===== src/rtl/aes128_pkg.sv =====
// Shared types and constants for the AES-128 pipeline read-request stage.
package aes128_pkg;

  localparam int unsigned RD_MAX_OUTSTANDING = 8;
  localparam int unsigned RD_ADDR_W          = 42;
  localparam int unsigned BLOCK_W            = 512;
  localparam logic [15:0] RD_KEY_MDATA       = 16'h8000;

  typedef logic [5:0]         t_rd_tag;
  typedef logic [BLOCK_W-1:0] t_block;

  typedef enum logic [2:0] {
    S_RD_IDLE,
    S_RD_FETCH_KEY,
    S_RD_FETCH,
    S_RD_WAIT,
    S_RD_FINISH
  } t_rd_state;

  typedef struct packed {
    logic [RD_ADDR_W-1:0] addr;
    logic [15:0]          mdata;
  } t_rd_req;

endpackage


===== src/rtl/aes128_rd_rob.sv =====
// Reorder buffer: written by tag in any order, read in order through the head slot.
module aes128_rd_rob
  import aes128_pkg::*;
#(
  parameter int unsigned DEPTH = RD_MAX_OUTSTANDING,
  localparam int unsigned IDX_W = $clog2(DEPTH)
) (
  input  logic             clk,
  input  logic             rst_n,
  input  logic             clr_i,
  input  logic             wr_en_i,
  input  logic [IDX_W-1:0] wr_idx_i,
  input  t_block           wr_data_i,
  input  logic [IDX_W-1:0] chk_idx_i,
  output logic             chk_free_o,
  output logic             head_full_o,
  output t_block           head_data_o,
  input  logic             pop_i
);

  logic [DEPTH-1:0] full_q, full_d;
  logic [IDX_W-1:0] head_q, head_d;
  t_block           mem_q [DEPTH];

  // Full-bit and head-pointer update; clear wins over everything.
  always_comb begin
    full_d = full_q;
    head_d = head_q;
    if (clr_i) begin
      full_d = '0;
      head_d = '0;
    end else begin
      if (pop_i) begin
        full_d[head_q] = 1'b0;
        head_d         = IDX_W'(head_q + 1'b1);
      end
      if (wr_en_i) full_d[wr_idx_i] = 1'b1;
    end
  end

  // Full bits and head pointer register.
  always_ff @(posedge clk or negedge rst_n) begin
    if (!rst_n) begin
      full_q <= '0;
      head_q <= '0;
    end else begin
      full_q <= full_d;
      head_q <= head_d;
    end
  end

  // Line storage; contents are only meaningful where the full bit is set.
  always_ff @(posedge clk) begin
    if (wr_en_i && !clr_i) mem_q[wr_idx_i] <= wr_data_i;
  end

  assign chk_free_o  = !full_q[chk_idx_i];
  assign head_full_o = full_q[head_q];
  assign head_data_o = mem_q[head_q];

endmodule


===== src/rtl/aes128_rd_engine.sv =====
// Read-request stage: fetches the key line, streams source lines over c0 and
// reorders responses into address-ordered blocks.
// Optional perf counters enabled by defining AES128_RD_PERF_EN.
module aes128_rd_engine
  import aes128_pkg::*;
#(
  parameter int unsigned MAX_OUTSTANDING = RD_MAX_OUTSTANDING,
  parameter int unsigned ADDR_W          = RD_ADDR_W
) (
  input  logic              clk,
  input  logic              rst_n,
  input  logic              start,
  input  logic              stop,
  input  logic [ADDR_W-1:0] key_addr,
  input  logic [ADDR_W-1:0] src_addr,
  input  logic [31:0]       src_size,
  output logic              rd_req_valid,
  output logic [ADDR_W-1:0] rd_req_addr,
  output logic [15:0]       rd_req_mdata,
  input  logic              rd_almost_full,
  input  logic              rd_rsp_valid,
  input  logic [15:0]       rd_rsp_mdata,
  input  logic [511:0]      rd_rsp_data,
  output logic              key_valid,
  output logic [127:0]      key_data,
  output logic              blk_valid,
  input  logic              blk_ready,
  output logic [511:0]      blk_data,
  output logic              blk_last,
  output logic              busy,
  output logic              done,
  output logic [31:0]       perf_cycles,
  output logic [31:0]       perf_stalls
);

  localparam int unsigned IDX_W = $clog2(MAX_OUTSTANDING);
  localparam int unsigned CNT_W = IDX_W + 1;

  t_rd_state         state_q, state_d;
  logic [ADDR_W-1:0] key_addr_q, key_addr_d, src_addr_q, src_addr_d;
  logic [31:0]       src_size_q, src_size_d;
  logic [31:0]       issue_idx_q, issue_idx_d, drain_idx_q, drain_idx_d;
  logic [CNT_W-1:0]  outst_q, outst_d;
  logic              abort_q, abort_d;
  logic              key_valid_q, key_valid_d;
  logic [127:0]      key_data_q, key_data_d;
  logic              req_valid_q, req_valid_d;
  t_rd_req           req_q, req_d;

  logic             rsp_key, rsp_dat, rob_wr, rob_clr, pop;
  logic             key_fire, issue_fire, stall, slot_free, head_full, dec;
  logic [IDX_W-1:0] issue_slot;
  t_block           head_data;
  logic             unused_mdata;

  assign issue_slot   = issue_idx_q[IDX_W-1:0];
  assign rsp_key      = rd_rsp_valid && rd_rsp_mdata[15] && busy;
  assign rsp_dat      = rd_rsp_valid && !rd_rsp_mdata[15] && busy;
  assign rob_wr       = rsp_dat && !abort_q;
  assign dec          = rsp_dat && (outst_q != '0);
  assign unused_mdata = ^rd_rsp_mdata[14:IDX_W];

  aes128_rd_rob #(.DEPTH(MAX_OUTSTANDING)) u_rob (
    .clk        (clk),
    .rst_n      (rst_n),
    .clr_i      (rob_clr),
    .wr_en_i    (rob_wr),
    .wr_idx_i   (rd_rsp_mdata[IDX_W-1:0]),
    .wr_data_i  (rd_rsp_data),
    .chk_idx_i  (issue_slot),
    .chk_free_o (slot_free),
    .head_full_o(head_full),
    .head_data_o(head_data),
    .pop_i      (pop)
  );

  // Next-state, request issue, key capture and bookkeeping.
  always_comb begin
    state_d     = state_q;
    key_addr_d  = key_addr_q;
    src_addr_d  = src_addr_q;
    src_size_d  = src_size_q;
    issue_idx_d = issue_idx_q;
    drain_idx_d = drain_idx_q;
    outst_d     = outst_q;
    abort_d     = abort_q;
    key_valid_d = key_valid_q;
    key_data_d  = key_data_q;
    req_valid_d = 1'b0;
    req_d       = req_q;
    rob_clr     = 1'b0;
    key_fire    = 1'b0;
    issue_fire  = 1'b0;
    stall       = 1'b0;

    case (state_q)
      S_RD_IDLE: begin
        if (start) begin
          key_addr_d  = key_addr;
          src_addr_d  = src_addr;
          src_size_d  = src_size;
          issue_idx_d = '0;
          drain_idx_d = '0;
          abort_d     = 1'b0;
          key_valid_d = 1'b0;
          key_data_d  = '0;
          rob_clr     = 1'b1;
          state_d     = S_RD_FETCH_KEY;
        end
      end
      S_RD_FETCH_KEY: begin
        if (stop) begin
          abort_d = 1'b1;
          state_d = S_RD_WAIT;
        end else if (!rd_almost_full) begin
          key_fire = 1'b1;
          state_d  = (src_size_q == '0) ? S_RD_WAIT : S_RD_FETCH;
        end
      end
      S_RD_FETCH: begin
        if (stop) begin
          abort_d = 1'b1;
          state_d = S_RD_WAIT;
        end else if (outst_q < CNT_W'(MAX_OUTSTANDING) && slot_free) begin
          if (rd_almost_full) begin
            stall = 1'b1;
          end else begin
            issue_fire  = 1'b1;
            issue_idx_d = issue_idx_q + 32'd1;
            if (issue_idx_q == src_size_q - 32'd1) state_d = S_RD_WAIT;
          end
        end
      end
      S_RD_WAIT: begin
        if (abort_q || stop) begin
          abort_d = 1'b1;
          if (outst_q == '0) state_d = S_RD_IDLE;
        end else if (key_valid_q && drain_idx_q == src_size_q && outst_q == '0) begin
          state_d = S_RD_FINISH;
        end
      end
      S_RD_FINISH: state_d = S_RD_IDLE;
      default:     state_d = S_RD_IDLE;
    endcase

    if (key_fire) begin
      req_valid_d = 1'b1;
      req_d.addr  = RD_ADDR_W'(key_addr_q);
      req_d.mdata = RD_KEY_MDATA;
    end
    if (issue_fire) begin
      req_valid_d = 1'b1;
      req_d.addr  = RD_ADDR_W'(src_addr_q + ADDR_W'(issue_idx_q));
      req_d.mdata = {10'b0, t_rd_tag'(issue_slot)};
    end

    if (rsp_key && !abort_q) begin
      key_valid_d = 1'b1;
      key_data_d  = rd_rsp_data[127:0];
    end

    case ({issue_fire, dec})
      2'b10:   outst_d = outst_q + CNT_W'(1);
      2'b01:   outst_d = outst_q - CNT_W'(1);
      default: outst_d = outst_q;
    endcase

    if (pop) drain_idx_d = drain_idx_q + 32'd1;
  end

  // State and datapath registers.
  always_ff @(posedge clk or negedge rst_n) begin
    if (!rst_n) begin
      state_q     <= S_RD_IDLE;
      key_addr_q  <= '0;
      src_addr_q  <= '0;
      src_size_q  <= '0;
      issue_idx_q <= '0;
      drain_idx_q <= '0;
      outst_q     <= '0;
      abort_q     <= 1'b0;
      key_valid_q <= 1'b0;
      key_data_q  <= '0;
      req_valid_q <= 1'b0;
      req_q       <= '0;
    end else begin
      state_q     <= state_d;
      key_addr_q  <= key_addr_d;
      src_addr_q  <= src_addr_d;
      src_size_q  <= src_size_d;
      issue_idx_q <= issue_idx_d;
      drain_idx_q <= drain_idx_d;
      outst_q     <= outst_d;
      abort_q     <= abort_d;
      key_valid_q <= key_valid_d;
      key_data_q  <= key_data_d;
      req_valid_q <= req_valid_d;
      req_q       <= req_d;
    end
  end

  assign busy         = (state_q != S_RD_IDLE);
  assign done         = (state_q == S_RD_FINISH);
  assign rd_req_valid = req_valid_q;
  assign rd_req_addr  = ADDR_W'(req_q.addr);
  assign rd_req_mdata = req_q.mdata;
  assign key_valid    = key_valid_q;
  assign key_data     = key_data_q;
  // Head block is held back until the key is known and suppressed after a stop.
  assign blk_valid    = head_full && key_valid_q && !abort_q && busy;
  assign blk_data     = head_data;
  assign blk_last     = blk_valid && (drain_idx_q == src_size_q - 32'd1);
  assign pop          = blk_valid && blk_ready;

`ifdef AES128_RD_PERF_EN
  logic [31:0] perf_cycles_q, perf_stalls_q;

  // Saturating busy-cycle and almost-full stall counters, cleared on start.
  always_ff @(posedge clk or negedge rst_n) begin
    if (!rst_n) begin
      perf_cycles_q <= '0;
      perf_stalls_q <= '0;
    end else if (state_q == S_RD_IDLE && start) begin
      perf_cycles_q <= '0;
      perf_stalls_q <= '0;
    end else begin
      if (busy && perf_cycles_q != '1)  perf_cycles_q <= perf_cycles_q + 32'd1;
      if (stall && perf_stalls_q != '1) perf_stalls_q <= perf_stalls_q + 32'd1;
    end
  end

  assign perf_cycles = perf_cycles_q;
  assign perf_stalls = perf_stalls_q;
`else
  logic unused_perf;
  assign unused_perf = stall;
  assign perf_cycles = '0;
  assign perf_stalls = '0;
`endif

endmodule


===== config.mk =====
export PLATFORM = sky130hd
export DESIGN_NAME = aes128_rd_engine
export DESIGN_NICKNAME = d
export VERILOG_FILES = /design/src/rtl/aes128_pkg.sv /design/src/rtl/aes128_rd_rob.sv /design/src/rtl/aes128_rd_engine.sv
export SDC_FILE = /design/constraint.sdc
export NUM_CORES = 2
export LEC_CHECK = 0
export BUFFER_PORTS_ARGS = -buffer_cell sky130_fd_sc_hd__buf_2
export CAP_MARGIN = 20
export CORE_ASPECT_RATIO = 0.8
export CORE_MARGIN = 2
export CORE_UTILIZATION = 35
export CTS_BUF_LIST = sky130_fd_sc_hd__clkbuf_4 sky130_fd_sc_hd__clkbuf_8 sky130_fd_sc_hd__clkbuf_16
export DETAILED_ROUTE_END_ITERATION = 10
export GPL_TIMING_DRIVEN = 0
export SLEW_MARGIN = 25
export SYNTH_ARGS = -nofsm -noshare
export SYNTH_HDL_FRONTEND = slang
export SYNTH_SLANG_ARGS = --single-unit

===== constraint.sdc =====
create_clock -name clk -period 40.1 [get_ports clk]
set_input_delay 10.025 -clock clk [delete_from_list [all_inputs] [get_ports clk]]
set_output_delay 10.025 -clock clk [all_outputs]
set_load 0.05 [all_outputs]

==> After elaboration in Yosys (flattened, before gate mapping) <==
Memories as Yosys holds them, arrays and structs flattened.
Cells that the tools add are included.
{ "word_totals": {"inputBits": 651, "n_memories": 1, "ff_bits": 387, "latch_bits": 0, "mem_bits_rw": 4096, "rom_bits": 0} }
{ "op_classes": {"n_addsub": 7, "n_reduce_logical": 44, "div_mod_pow": 0, "n_eq_ne": 21, "n_bitwise": 3, "mux": 57, "shifts": 0, "magnitude_cmp": 6, "mul": 0} }
{ "mem_list": {"columns": ["name", "depth", "width", "rd", "rd_clocked_by_memory_dff", "write_ports", "line", "rtl"], "rows": [
  ["u_rob.mem_q", 8, 512, 1, 0, 1, "aes128_rd_rob.sv:23", "t_block mem_q [DEPTH];"]
]} }
{ "op_table": {"columns": ["cell", "count"], "rows": [
  ["128-bit two-way mux", 3],
  ["32-bit two-way mux", 6],
  ["58-bit two-way mux", 2],
  ["32-bit equality test", 3],
  ["32-bit by 1-bit adder with 32-bit output (second input constant)", 2],
  ["32-bit one-hot mux with 2 select lines", 1],
  ["42-bit by 32-bit adder with 42-bit output", 1],
  ["3-bit two-way mux", 12],
  ["32-bit zero test", 1],
  ["8-bit two-way mux", 4],
  ["32-bit by 1-bit subtractor with 32-bit output (second input constant)", 1],
  ["1-bit two-way mux", 22],
  ["1-bit logical AND", 18],
  ["3-bit != test (second input constant)", 6],
  ["2-bit nonzero test", 8],
  ["3-bit by 4-bit less-than comparator with 1-bit output (second input constant)", 3],
  ["3-bit one-hot mux with 4 select lines", 1],
  ["2-bit != test (second input constant)", 5],
  ["8-bit AND", 1],
  ["8-bit NOT", 1],
  ["8-bit OR", 1],
  ["4-bit one-hot mux with 2 select lines", 1],
  ["7-bit AND reduction", 1],
  ["1-bit binary-select mux with 3-bit select", 2],
  ["23 further kinds", 32]
]} }

==> Longest topological paths before layout <==
{ "depth": {"word_depth": 11, "ltp_mapped": 16, "mapped_depth_nobuf": 12} }

==> Modules after synthesis <==
Synthesis repeated with hierarchy kept, for this count alone.
{ "hier_totals": {"hier_cells": 8304, "area_unflattened_um2": 173335.0} }
{ "modules_own_cells": {"columns": ["module", "instances", "area_each_um2", "cells_each"], "rows": [
  ["aes128_rd_rob", 1, 153871.3, 5985],
  ["aes128_rd_engine", 1, 19463.7, 2319]
]} }

==> Least setup slack after synthesis <==
No wires, ideal clock.
{ "synth_timing": {"kind": "input-to-reg", "startpoint": "input port rd_rsp_valid", "endpoint": "memory u_rob.mem_q[0][0] (netlist bit) (enable)", "required_ns": 37.967, "arrival_time_ns": 47.325, "path_stages": 3, "setup_slack_ns": -9.358, "path_cell_list": "nand2_1 nor4_1 nor3b_1"} }
{ "synth_via": {"elab_chain_cells": 6} }
{ "synth_rtl": {"columns": ["element", "line", "rtl"], "rows": [
  ["from (decl)", "aes128_rd_engine.sv:21", "input logic rd_rsp_valid,"],
  ["1-bit logical AND (2 in series)", "aes128_rd_engine.sv:58", "assign rsp_dat = rd_rsp_valid && !rd_rsp_mdata[15] && busy;"],
  ["1-bit logical AND", "aes128_rd_engine.sv:59", "assign rob_wr = rsp_dat && !abort_q;"],
  ["1-bit logical AND", "aes128_rd_rob.sv:54", "if (wr_en_i && !clr_i) mem_q[wr_idx_i] <= wr_data_i;"],
  ["1-bit two-way mux", "aes128_rd_rob.sv:54", null],
  ["1-bit two-way mux (not written as such)", "aes128_rd_rob.sv:54", null],
  ["to (decl)", "aes128_rd_rob.sv:23", null]
]} }
Every way passes these cells.

==> Worst setup path after layout <==
{ "layout_timing": {"startpoint": "register u_rob.head_q[0]", "endpoint": "output port blk_data[144]"} }
{ "layout_via": {"elab_chain_cells": 1} }
{ "layout_rtl": {"columns": ["element", "line", "rtl"], "rows": [
  ["from (decl)", "aes128_rd_rob.sv:22", "logic [IDX_W-1:0] head_q, head_d;"],
  ["from (signal assigned)", "aes128_rd_rob.sv:45", "head_q <= '0;"],
  ["from (signal assigned)", "aes128_rd_rob.sv:48", "head_q <= head_d;"],
  ["memory 8 x 512 bit", null, null],
  ["to (decl)", "aes128_rd_engine.sv:28", "output logic [511:0] blk_data,"]
]} }
Every way passes these cells.

==> flow_metrics.py <==
metrics = {
    "cells_and_area": {
        "regArea_sq_um": 132000,
        "final_area_sq_um": 199000,
        "multiInputGateArea_sq_um": 28600,
        "fin_nets": 12300,
        "final_cells": 18400,
        "drive_gt1_share_pct": 21.4,
        "syn_to_final_growth_pct": 21.5,
        "fillers": 41300,
    },
    "critical_path": {
        "cp_max_fo": 10,
        "cp-start-kind": "flop",
        "crit_family": "buffers and inverters",
        "crit_path_frequent_cell": "clkbuf_1",
        "worstSetupPathType": "flop to output port",
        "slowest_stage": "clkbuf_1",
        "cp.arrival_ns": 5.61,
        "r2r_start": "issue_idx_q[1]",
        "critPathBufInv": 6,
        "reg2reg_to": "outst_q[3]",
        "ff2ff_setup_slack_ns": 34.63,
        "endpoint_kind": "output port",
        "required_ns": 30.08,
        "cp-startpoint": "u_rob.head_q[0]",
        "r2r_cells": 16,
        "max_stage_delay_ns": 0.73,
        "path_cells": "clkbuf_1 > clkinv_1 > nor2_4 > clkbuf_4 > buf_12 > clkbuf_1 > a22oi_1 > nand4_1 > buf_2",
    },
    "synthesis": {
        "synth_edf_count": 4096,
        "yosys.area.top_type": "edfxtp_1",
        "synth_top_area_share_pct": 75.2,
        "ys.flop_type": "edfxtp_1",
        "netlist-cell-type-count": 79,
        "synth_seq_cells": 4471,
        "syn_avg_cell_area_sq_um": 17.2,
        "synth.area.top_cells": "edfxtp_1 (75%), a22oi_1 (9.4%), dfrtp_1 (5.7%)",
        "yosys_warnings": 0,
        "async_flop_share_pct": 8.39,
        "syn_area_sq_um": 164000,
        "yosysSeqAreaShare_pct": 80.9,
        "syn_inst": 9535,
    },
    "timing": {
        "setup_violations": 0,
        "rsz0062_at_grt": "false",
        "layout_worst_path_cycle_share_pct": 39.0,
        "setup_tns_ns": 0,
        "hold_viol": 0,
        "finalMaxSlewViolations": 0,
        "layout_setup_ws_ns": 24.46,
        "worst_slew_pin_slew_ns": 1.19,
        "max_freq_mhz": 64.0,
        "period_needed_ns": 15.64,
        "slew_headroom_pct": 20.8,
        "fin_worst_skew_ns": 0.0881,
    },
    "grt": {
        "grt_usage_pct": 23.8,
        "grt_max_degree": 88,
        "grt_antenna_before_repair": 273,
        "grt_pass1_vias": 94900,
        "grt_pass1_wl_microns": 790000,
        "grt-ovfl-total": 0,
    },
    "cts": {
        "postCtsSetupBuffers": 0,
        "hold_buffers": 0,
        "cts_resized": 0,
        "worstSkewPairLatency_ns": 1.06,
        "path_clk_slew_ns": 0.06,
        "cts.sinks": 4471,
        "cts_tree": "built",
        "cts_root_buffer": "clkbuf_16",
        "cts_made_buffers": 432,
        "htree_num_levels": 5,
        "clockBufferDepth": 4,
    },
    "route": {
        "wire_per_inst_microns": 32.0,
        "vias": 102000,
        "wl_microns": 588000,
        "via_per_inst": 5.55,
        "drtIter0Drc": 12700,
        "dr.pass1.iters": 6,
        "ant_nets": 0,
        "drc": 0,
    },
    "die": {
        "die_height_microns": 616,
        "initial_core_util_pct": 35.1,
        "pin_count": 1419,
        "rows": 224,
        "dieWidth_microns": 768,
        "die_area_sq_um": 473000,
        "core-area_sq_um": 466000,
    },
    "place": {
        "placed_cells": 17400,
        "dp_hpwl_microns": 420000,
        "port_buffers": 1330,
        "pre_cts_ws_ns": 25.45,
        "postPlaceCellArea_sq_um": 184000,
        "finalWeightedCongestion": 0.889,
    },
    "pwr": {
        "powerDensity_nw_per_um2": 55.8,
        "vdd_drop_max_uv": 53.3,
        "p_leak_uw": 0.0668,
    },
    "run_status": {
        "status": "finished, final reports clean",
    },
    "hold_path": {
        "worstHoldEndpoint": "key_addr_q[10]",
        "whs_path_depth": 2,
        "min-delay-path-class": "flop to flop",
        "worstHoldStart": "key_addr_q[10]",
    },
    "flow_run": {
        "cap_violations": 0,
    },
}
[cells in the final DEF (no fill, tap or decap), drive strengths merged, types with 12 or more instances in the layout]
cell type / count
mux2i: 21
nand2: 778
a21oi: 60
xor2: 63
or3: 22
inv: 49
nand3: 65
nor2: 115
xnor2: 91
clkinvlp: 14
nor4: 29
o31ai: 12
clkbuf: 1077
a21o: 23
o21ai: 205
clkinv: 207
conb: 76
edfxtp: 4096
a31oi: 28
bufinv: 27
a22oi: 2050
ha: 40
nand4: 543
diode: 159
and3: 30
dfrtp: 375
buf: 1746
nor3: 29
[final cells by class]
| type | count | share of cell area (%) |
|---|---|---|
| clock inverter | 259 | 1.26 |
| inverter | 38 | 0.0718 |
| buffer | 678 | 1.54 |
| antenna | 159 | 0.200 |
| timing repair buffer | 1612 | 6.09 |
| sequential | 4471 | 66.6 |
| multi-input combinational | 4423 | 14.4 |
| tap | 6215 | 3.91 |
| clock buffer | 533 | 5.91 |
[worst register-to-register path, cell delays in order, from the launching register on]
cell and delay [ns]:
dfrtp_1 0.37, clkbuf_1 0.72, mux4_2 0.49, nor2b_1 0.16
a211oi_1 0.61, and2_1 0.29, buf_2 0.32, inv_2 0.17
clkbuf_1 0.33, clkbuf_1 0.50, ha_1 0.43, ha_1 0.28
a21o_1 0.15, a21oi_1 0.16, xnor2_1 0.13, nor2_1 0.06
xor2_1 0.15
[registers in the layout, indices dropped and copies added, names as in the netlist, 3 cells and up]
| name | flops |
|---|---|
| u_rob.mem_q | 4096 |
| key_data | 128 |
| key_addr_q | 42 |
| rd_req_addr | 42 |
| src_addr_q | 42 |
| drain_idx_q | 32 |
| issue_idx_q | 32 |
| src_size_q | 32 |
| u_rob.full_q | 8 |
| outst_q | 4 |
| rd_req_mdata | 4 |
| state_q | 3 |
| u_rob.head_q | 3 |
[how the worst max path moves through the flow]
| stage | to | slack, ns | cells past startpoint |
|---|---|---|---|
| after global placement | u_rob.mem_q[7][367] | -17.82 | 5 |
| after global routing | blk_data[144] | 24.29 | 9 |
| after floorplan | u_rob.mem_q[7][0] | 7.07 | 4 |
| after detailed placement | blk_data[144] | 25.45 | 9 |
| final | blk_data[144] | 24.46 | 9 |
| after CTS | blk_data[144] | 24.33 | 9 |
[kinds of logic (layout without fill, tap and decap cells)]
family	count (synthesis)	count (layout)	synth area share (%)
flops	4471	4471	80.9
compound gates	2449	2449	10.9
simple gates	1677	1677	5.07
buf+inv	716	3120	1.83
xor+xnor	156	156	0.852
fa+ha+maj	42	42	0.330
mux	23	23	0.156
other cells	1	235	0.00229
[stage by stage]
| stage | power [uW] | hold WS [ns] | utilization [%] |
|---|---|---|---|
| 2_1_floorplan | 6500 | 0.445 | - |
| 3_3_place_gp | 7130 | 0.461 | 38.3 |
| 3_5_place_dp | 7080 | 0.462 | 39.5 |
| 4_1_cts | 11100 | 0.478 | 42.6 |
| 5_1_grt | 11400 | 0.496 | 42.7 |
| 6_report | 11100 | 0.476 | 42.7 |
[where the power goes]
group	internal, uW	leakage [uW]	switching, uW	total, uW
registers	5300	0.0418	135	5430
logic	364	0.0180	1200	1570
clock network	2270	0.00704	1820	4090
[routing by layer]
metal  routed length, microns  GRT usage, %  vias up
met3                    50800          4.69     1042
met4                    33000          11.7       78
met2                   267000          36.8     5406
met1                   237000          32.4    52500
met5                      474             0        -
li1                         -             -    43100
[cells in the mapped netlist (all sizes together), types with 5 or more instances]
library cell and n:
mux2i 21, a31oi 28, xor2 63, or3 22, a22oi 2050, or2 7
a211oi 9, o211ai 10, clkbuf 543, nor2b 8, ha 40, a21o 23
a21oi 60, or4 9, a31o 10, nor3 29, and4 8, nand2 778
and3 30, o21ai 205, dfrtp 375, xnor2 91, o21a 5, nand2b 8
buf 135, nor3b 7, and2 8, nand3 65, nor4 29, inv 37
edfxtp 4096, o31ai 12, nor2 115, nand4 543
(Power assumes the default switching activity.)
